$ cat src/rtl/fir_result_reader.sv
`default_nettype none
// ============================================================================
// Module   : fir_result_reader
// Purpose  : Output-side consumer for the 8-tap FIR filter. Decimates the
//            32-bit accumulator stream by DECIM. Each kept sample is rounded
//            (half toward +inf), arithmetically shifted right by SHIFT, and
//            saturated to 16-bit signed. The results sit in a DEPTH-entry
//            first-word-fall-through FIFO behind a valid/ready handshake.
// Ports    : clk        - clock, rising edge
//            reset      - synchronous, active-high reset
//            in_valid   - in_data carries a new filter result
//            in_data    - 32-bit signed accumulator value
//            out_valid  - out_data holds a buffered result
//            out_ready  - downstream accepts out_data this cycle
//            out_data   - 16-bit signed rounded/saturated result
//            sat        - one-cycle pulse: the sample just written was clipped
//            drop       - one-cycle pulse: a sample was lost to a full FIFO
//            level      - current FIFO occupancy
// Revision : 1.0 - initial release
// ============================================================================
module fir_result_reader #(
    parameter int DECIM = 4,
    parameter int SHIFT = 6,
    parameter int DEPTH = 8
) (
    input  logic                    clk,
    input  logic                    reset,
    input  logic                    in_valid,
    input  logic signed [31:0]      in_data,
    output logic                    out_valid,
    input  logic                    out_ready,
    output logic signed [15:0]      out_data,
    output logic                    sat,
    output logic                    drop,
    output logic [$clog2(DEPTH):0]  level
);

    localparam int c_CNT_W = (DECIM > 1) ? $clog2(DECIM) : 1;
    localparam int c_PTR_W = $clog2(DEPTH);
    localparam int c_LVL_W = c_PTR_W + 1;

    localparam logic [c_CNT_W-1:0] c_CNT_LAST = c_CNT_W'(DECIM - 1);
    localparam logic [c_LVL_W-1:0] c_LVL_FULL = c_LVL_W'(DEPTH);

    // Rounding constant 2^(SHIFT-1); the inner guard keeps the shift amount
    // non-negative when SHIFT is zero.
    localparam logic signed [32:0] c_RND =
        (SHIFT > 0) ? (33'sd1 <<< ((SHIFT > 0) ? SHIFT - 1 : 0)) : 33'sd0;
    localparam logic signed [32:0] c_SAT_MAX = 33'sd32767;
    localparam logic signed [32:0] c_SAT_MIN = -33'sd32768;

    // ------------------------------------------------------------------
    // Decimation counter
    // ------------------------------------------------------------------
    logic [c_CNT_W-1:0] r_dec_cnt;
    logic               w_keep;

    assign w_keep = in_valid && (r_dec_cnt == '0);

    always_ff @(posedge clk) begin
        if (reset) begin
            r_dec_cnt <= '0;
        end else if (in_valid) begin
            r_dec_cnt <= (r_dec_cnt == c_CNT_LAST) ? '0 : r_dec_cnt + 1'b1;
        end
    end

    // ------------------------------------------------------------------
    // Stage 1: round and shift. The extra 33rd bit keeps the rounding add
    // from wrapping when in_data is near +2^31.
    // ------------------------------------------------------------------
    logic signed [32:0] w_s1_sum;
    logic signed [32:0] w_s1_shr;
    logic signed [32:0] r_s1_val;
    logic               r_s1_valid;

    assign w_s1_sum = $signed({in_data[31], in_data}) + c_RND;
    assign w_s1_shr = w_s1_sum >>> SHIFT;

    always_ff @(posedge clk) begin
        if (reset) begin
            r_s1_valid <= 1'b0;
        end else begin
            r_s1_valid <= w_keep;
        end
    end

    always_ff @(posedge clk) begin
        if (w_keep) begin
            r_s1_val <= w_s1_shr;
        end
    end

    // ------------------------------------------------------------------
    // Stage 2: saturation
    // ------------------------------------------------------------------
    logic signed [15:0] w_sat_val;
    logic               w_clip;

    always_comb begin
        w_clip    = 1'b0;
        w_sat_val = r_s1_val[15:0];
        if (r_s1_val > c_SAT_MAX) begin
            w_sat_val = 16'sh7FFF;
            w_clip    = 1'b1;
        end else if (r_s1_val < c_SAT_MIN) begin
            w_sat_val = 16'sh8000;
            w_clip    = 1'b1;
        end
    end

    // ------------------------------------------------------------------
    // FIFO (first-word fall-through)
    // ------------------------------------------------------------------
    logic signed [15:0]  r_mem [DEPTH];
    logic [c_PTR_W-1:0]  r_wr_ptr;
    logic [c_PTR_W-1:0]  r_rd_ptr;
    logic [c_LVL_W-1:0]  r_level;
    logic                r_sat;
    logic                r_drop;
    logic                w_pop;
    logic                w_push;

    assign out_valid = (r_level != '0);
    assign w_pop     = out_valid && out_ready;
    // A full FIFO still accepts the write when an entry leaves on the same edge.
    assign w_push    = r_s1_valid && ((r_level != c_LVL_FULL) || w_pop);
    assign out_data  = out_valid ? r_mem[r_rd_ptr] : 16'sd0;

    always_ff @(posedge clk) begin
        if (reset) begin
            r_wr_ptr <= '0;
            r_rd_ptr <= '0;
            r_level  <= '0;
            r_sat    <= 1'b0;
            r_drop   <= 1'b0;
        end else begin
            if (w_push) begin
                r_wr_ptr <= r_wr_ptr + 1'b1;
            end
            if (w_pop) begin
                r_rd_ptr <= r_rd_ptr + 1'b1;
            end
            case ({w_push, w_pop})
                2'b10:   r_level <= r_level + 1'b1;
                2'b01:   r_level <= r_level - 1'b1;
                default: r_level <= r_level;
            endcase
            r_sat  <= w_push && w_clip;
            r_drop <= r_s1_valid && !w_push;
        end
    end

    always_ff @(posedge clk) begin
        if (w_push) begin
            r_mem[r_wr_ptr] <= w_sat_val;
        end
    end

    assign sat   = r_sat;
    assign drop  = r_drop;
    assign level = r_level;

endmodule
`default_nettype wire

$ cat config.mk
export PLATFORM = sky130hd
export DESIGN_NAME = fir_result_reader
export DESIGN_NICKNAME = d
export VERILOG_FILES = /design/src/rtl/fir_result_reader.sv
export SDC_FILE = /design/constraint.sdc
export NUM_CORES = 1
export LEC_CHECK = 0
export CORE_MARGIN = 2
export CORE_UTILIZATION = 55
export CTS_CLUSTER_SIZE = 40
export DETAILED_ROUTE_END_ITERATION = 6
export DONT_BUFFER_PORTS = 1
export GPL_ROUTABILITY_DRIVEN = 0
export MAX_ROUTING_LAYER = met4
export PLACE_DENSITY = 0.78
export SYNTH_ARGS = -nofsm -noshare
export SYNTH_HDL_FRONTEND = slang
export SYNTH_SLANG_ARGS = --single-unit
$ cat constraint.sdc
create_clock -name clk -period 8.06 [get_ports clk]
set_input_delay 0.806 -clock clk [delete_from_list [all_inputs] [get_ports clk]]
set_output_delay 0.806 -clock clk [all_outputs]
set_load 0.02 [all_outputs]
# [After elaboration in Yosys (flattened, before gate mapping)]
# Memories as Yosys holds them, arrays and structs flattened. A register that Yosys moved wholly into a read port is not among the register bits.
# Cells that the tools add are included.
# W data, S select, Z words.
[totals] register_bits=42 latchBits=0 mem_bits_rw=128 romBits=0 wordCells=42 n_memories=1
[memory_table] memory="r_mem" depth=8 word_bits=16 rd=1 rd_clocked_by_memory_dff=1 wr=1 line_no="115" text="logic signed [15:0] r_mem [DEPTH];"
[classes] addsub=6 n_mul=0 div=0 n_lt_le_gt_ge=2 eq_ne=4 shifts=0 muxes=11 bitwise_logic=0 n_reduce_logical=10
[op_table] op="$mux W16" n=3
[op_table] op="$add A32 B7 Y33 const B" n=1
[op_table] op="$gt A27 B16 Y1 const B" n=1
[op_table] op="$lt A27 B16 Y1 const B" n=1
[op_table] op="$pmux W4 S2" n=1
[op_table] op="$add A3 B1 Y3 const B" n=2
[op_table] op="$mux W3" n=2
[op_table] op="$logic_and A1 B1 Y1" n=5
[op_table] op="$add A4 B1 Y4 const B" n=1
[op_table] op="$eq A2 B2 Y1 const B" n=2
[op_table] op="$mux W1" n=4
[op_table] op="$ne A4 B4 Y1 const B" n=1
[op_table] op="$reduce_bool A4 Y1" n=1
[op_table] op="$sub A4 B1 Y4 const B" n=1
[op_table] op="$add A2 B1 Y2 const B" n=1
[op_table] op="$eq A2 B1 Y1 const B" n=1
[op_table] op="$logic_not A2 Y1" n=1
[op_table] op="$mux W2" n=1
[op_table] op="$reduce_bool A2 Y1" n=1
[op_table] op="$logic_not A1 Y1" n=1
[op_table] op="$logic_or A1 B1 Y1" n=1

# [Logic depth before layout (Yosys ltp)]
[logic_depth] ltp_word=6 mapped_depth=13 depth_no_buf=11

# [Least setup slack after synthesis]
# Ideal clock, no wire load.
[synth_path] path_kind="input to register" startpoint="input port out_ready" endpoint="memory r_mem[0][0], enable pin" setup_time_ns=0.409 t_arrival_ns=2.466 required_time_ns=7.651 slack_ns=5.185 stages=4 path_buffers=0 path_cell_list="nand2b_1 > o21ai_2 > or2_1 > nor3_1"
[synth_via] elab_chain_len=5
[synth_rtl] element="start, declared" line_no="31" text="input logic out_ready,"
[synth_rtl] element="$logic_and A1 B1 Y1" line_no="125" text="assign w_pop = out_valid && out_ready;"
[synth_rtl] element="$logic_or A1 B1 Y1" line_no="127" text="assign w_push = r_s1_valid && ((r_level != c_LVL_FULL) || w_pop);"
[synth_rtl] element="$logic_and A1 B1 Y1" line_no="127"
[synth_rtl] element="$mux W1" line_no="155" text="if (w_push) begin"
[synth_rtl] element="$mux W1 (implied by the code)" line_no="156" text="r_mem[r_wr_ptr] <= w_sat_val;"
[synth_rtl] element="end, declared" line_no="115"
# No other way between the ends.

# [Worst setup path in the final report]
[layout_path] startpoint="register r_level[0], in the netlist level[0]" endpoint="register r_level[3], in the netlist level[3]"
[layout_via] elab_chain_len=6
[layout_rtl] element="start, declared" line_no="118" text="logic [c_LVL_W-1:0] r_level;"
[layout_rtl] element="start signal, assigned" line_no="145" text="2'b10: r_level <= r_level + 1'b1;"
[layout_rtl] element="start signal, assigned" line_no="146" text="2'b01: r_level <= r_level - 1'b1;"
[layout_rtl] element="start signal, assigned" line_no="147" text="default: r_level <= r_level;"
[layout_rtl] element="$reduce_bool A4 Y1 (*)" line_no="124" text="assign out_valid = (r_level != '0);"
[layout_rtl] element="via out_valid" line_no="30" text="output logic out_valid,"
[layout_rtl] element="$logic_and A1 B1 Y1 (*)" line_no="125"
[layout_rtl] element="$logic_or A1 B1 Y1" line_no="127"
[layout_rtl] element="$logic_and A1 B1 Y1" line_no="127"
[layout_rtl] element="$eq A2 B1 Y1 or $eq A2 B2 Y1 (tied branches)" line_no="144" text="case ({w_push, w_pop})"
[layout_rtl] element="$pmux W4 S2 or $reduce_bool A2 Y1 (tied branches)"
# The timed path passes the listed nets; every way through them passes the cells marked *.
# A chain may end at the register's enable or synchronous reset.

==> key figures <==
Floorplanning
  – Full die area: 14,000 µm²
  – Die Height: 118 µm
  – Initial Util: 56.8%
  – IO Count: 59
  – Core area: 12,700 µm²
  – Die span in x: 118 µm
  – Rows: 41

Pwr
  – Register share of total power: 46.8%
  – Max rail drop VDD: 190 µV
  – Static Leakage: 2.45 nW
  – Comb pwr share: 20.0%
  – Switching share of power: 28.3%
  – Power density cells: 286 nW/µm²
  – Pint: 1.62 mW
  – Clock share of power: 33.2%
  – Sw Pwr: 0.642 mW

Critical path
  – Crit Path Max Fanout: 17
  – CP required: 8410 ps
  – Worst setup endpoint: level[3]
  – Crit path from: level[0]
  – CP Capture Type: flip-flop
  – Worst reg-to-reg path cell count: 10
  – CP Data Arrival Time: 3470 ps
  – FF-to-FF setup slack: 4940 ps
  – WS Path Type: reg2reg
  – Critical Path Source Type: flip-flop
  – Worst R2R End: level[3]
  – Reg2reg start: level[0]

Global route
  – GRT Total Usage: 20.2%
  – Initial antenna violation count: 0
  – Largest net degree at the start of global routing: 33
  – Vias in the first global route: 3,809
  – First-pass GRT wire length: 20.5 mm
  – Total grt overflow: 0

Clocking
  – Hold bufs inserted after CTS: 0
  – Clock-pin slew on the worst setup and hold paths: 60 ps
  – Number of H-tree levels: 4
  – TritonCTS buffer count: 17
  – Clock Latency Late Sink: 420 ps
  – CTS Buffer Depth: 2
  – Root buf cell: clkbuf_16
  – Post-CTS resize count: 0
  – Post-CTS Setup Bufs: 0
  – TritonCTS clock tree: yes
  – Num Clock Sinks: 173

Status
  – Status: complete, no violations

Finish
  – FF/Latch Area: 5020 µm²
  – # nets final: 473
  – Area taken by multi-input logic gates: 2100 µm²
  – Antenna Cells: 0
  – Share of cells above drive strength 1: 17.9%
  – Core Util, Final: 62.5%
  – Synth-to-Final Area Change: 10.2%
  – Non-filler instance count after layout: 613
  – Fillers: 895

Logic synthesis
  – Most frequent cell after synthesis: edfxtp_1
  – Synth Instances: 424
  – Top post-synthesis cells by count: 155 x edfxtp_1, 44 x nor2_1, 32 x mux4_2
  – Warnings, synthesis: 0
  – Syn_area_per_cell: 17.0 µm²
  – Register area share after synthesis: 69.7%
  – Yosys top cell area share: 64.7%
  – Main area contributors after synthesis: edfxtp_1 65%, mux4_2 10%, dfxtp_1 5.0%
  – Asr flop ratio synth: 0%
  – Unique masters post-synth: 41
  – Seq cells post-synth: 173
  – Post-synth EDFFs: 155
  – Largest area contributor in the netlist: edfxtp_1
  – Top_reg_cell synth: edfxtp_1
  – Syn_nets: 469
  – Post-Syn Area: 7190 µm²

Routing
  – Remaining DRCs: 0
  – Drt pass-1 iters: 4
  – DRT antenna net count: 0
  – Vias post-DR: 3,579
  – Vias/cell: 5.84
  – Initial DRC count: 256
  – WL/cell: 20.4 µm
  – Final WL: 12.5 mm

Job
  – Max_cap viols: 0

STA
  – Max_slew headroom: 11.9%
  – Final hold violation count: 0
  – Fin Clk Skew: 13.7 ps
  – Worst setup margin: 4940 ps
  – Period utilization: 38.7%
  – Least-Margin Pin Slew: 1320 ps
  – F_max: 320 MHz
  – Period minus WS final: 3120 ps
  – Max-slew violations: 0
  – Setup_tns: 0 ps
  – Setup violators final: 0
  – RSZ-0062 raised after global routing: false

Min path
  – Tightest Hold Check Type: in2reg

Placed design
  – I/O Buffers: 0
  – DP Cell Count: 581
  – Post-DP HPWL: 7.71 mm
  – Pre-CTS setup slack: 4960 ps
==> worst min path at each step <==
stage	cells past startpoint	from	endpoint
after floorplan	2	r_wr_ptr[0]	r_wr_ptr[0]
after global placement	2	r_wr_ptr[0]	r_wr_ptr[0]
after detailed placement	2	r_wr_ptr[0]	r_wr_ptr[0]
after CTS	1	reset	level[1]
after global routing	1	reset	level[1]
final	1	reset	flip-flop
==> per-stage QoR <==
step                power, mW  hold WS (ps)  cell area (µm²)
floorplan                1.48           456             7190
global placement         1.52           469             7380
detailed placement       1.54           487             7380
CTS                      2.29           433             7930
global route             2.37           432             7930
finish                   2.27           453             7930
==> cell usage in the layout (no fill, tap or decap), types with 3 or more instances in the layout <==
| master | n |
|---|---|
| mux4_2 | 32 |
| a21oi_1 | 6 |
| nor4_1 | 3 |
| mux2i_1 | 20 |
| clkinv_1 | 3 |
| nand4_1 | 11 |
| o21a_1 | 16 |
| xor2_1 | 9 |
| edfxtp_1 | 155 |
| nand3_1 | 17 |
| clkbuf_16 | 17 |
| clkinvlp_4 | 4 |
| dfxtp_1 | 16 |
| inv_1 | 8 |
| nor2_2 | 6 |
| nor2_1 | 38 |
| inv_6 | 3 |
| nand2b_1 | 3 |
| xnor2_1 | 20 |
| nand2_1 | 10 |
| ha_1 | 8 |
| and3_1 | 4 |
==> critical path, stage by stage, from the launching register on <==
cell	delay, ps
dfxtp_1	410
or3_1	560
nor2_8	320
inv_4	100
and2_4	190
ha_1	220
ha_1	330
a21oi_1	200
a21oi_1	100
or4_1	460
a21oi_1	150
==> registers in the layout (all words and copies together) (netlist names), named ones only <==
name,flops
drop,1
level,4
r_dec_cnt,2
r_mem,128
r_rd_ptr,3
r_s1_val,27
r_s1_valid,1
r_wr_ptr,3
sat,1
==> layer usage <==
| layer | track usage, % | wire length [µm] |
|---|---|---|
| met3 | 5.21 | 882 |
| met4 | 7.59 | 58 |
| met1 | 25.9 | 5120 |
| met2 | 31.4 | 6460 |
| met5 | - | 0 |
==> power by group through the flow <==
stage,clock (mW),combinational [mW],sequential [mW]
after floorplan,0,0.411,1.06
after CTS,0.764,0.464,1.06
final,0.753,0.453,1.06
after detailed placement,0,0.459,1.08
after global routing,0.802,0.501,1.06
after global placement,0,0.448,1.08
==> cell families (layout without fill, tap and decap cells) <==
kind of cell | count (synthesis) | count (layout) | synth area share, %
mux | 52 | 52 | 12.8
fa+ha+maj | 9 | 9 | 1.67
buf+inv | 25 | 42 | 1.63
xor+xnor | 30 | 30 | 3.76
simple gates | 106 | 106 | 7.55
flops | 173 | 173 | 69.7
compound gates | 29 | 29 | 2.89
==> area by class of cell <==
cell class / count / area share, %
clock buffers: 18 / 5.42
clock inverters: 14 / 1.52
inverters: 9 / 0.458
multi-input cells: 226 / 26.5
flip-flops and latches: 173 / 63.3
well taps: 172 / 2.72
repair buffers: 1 / 0.0947
Power figures use the tool's default switching activity.
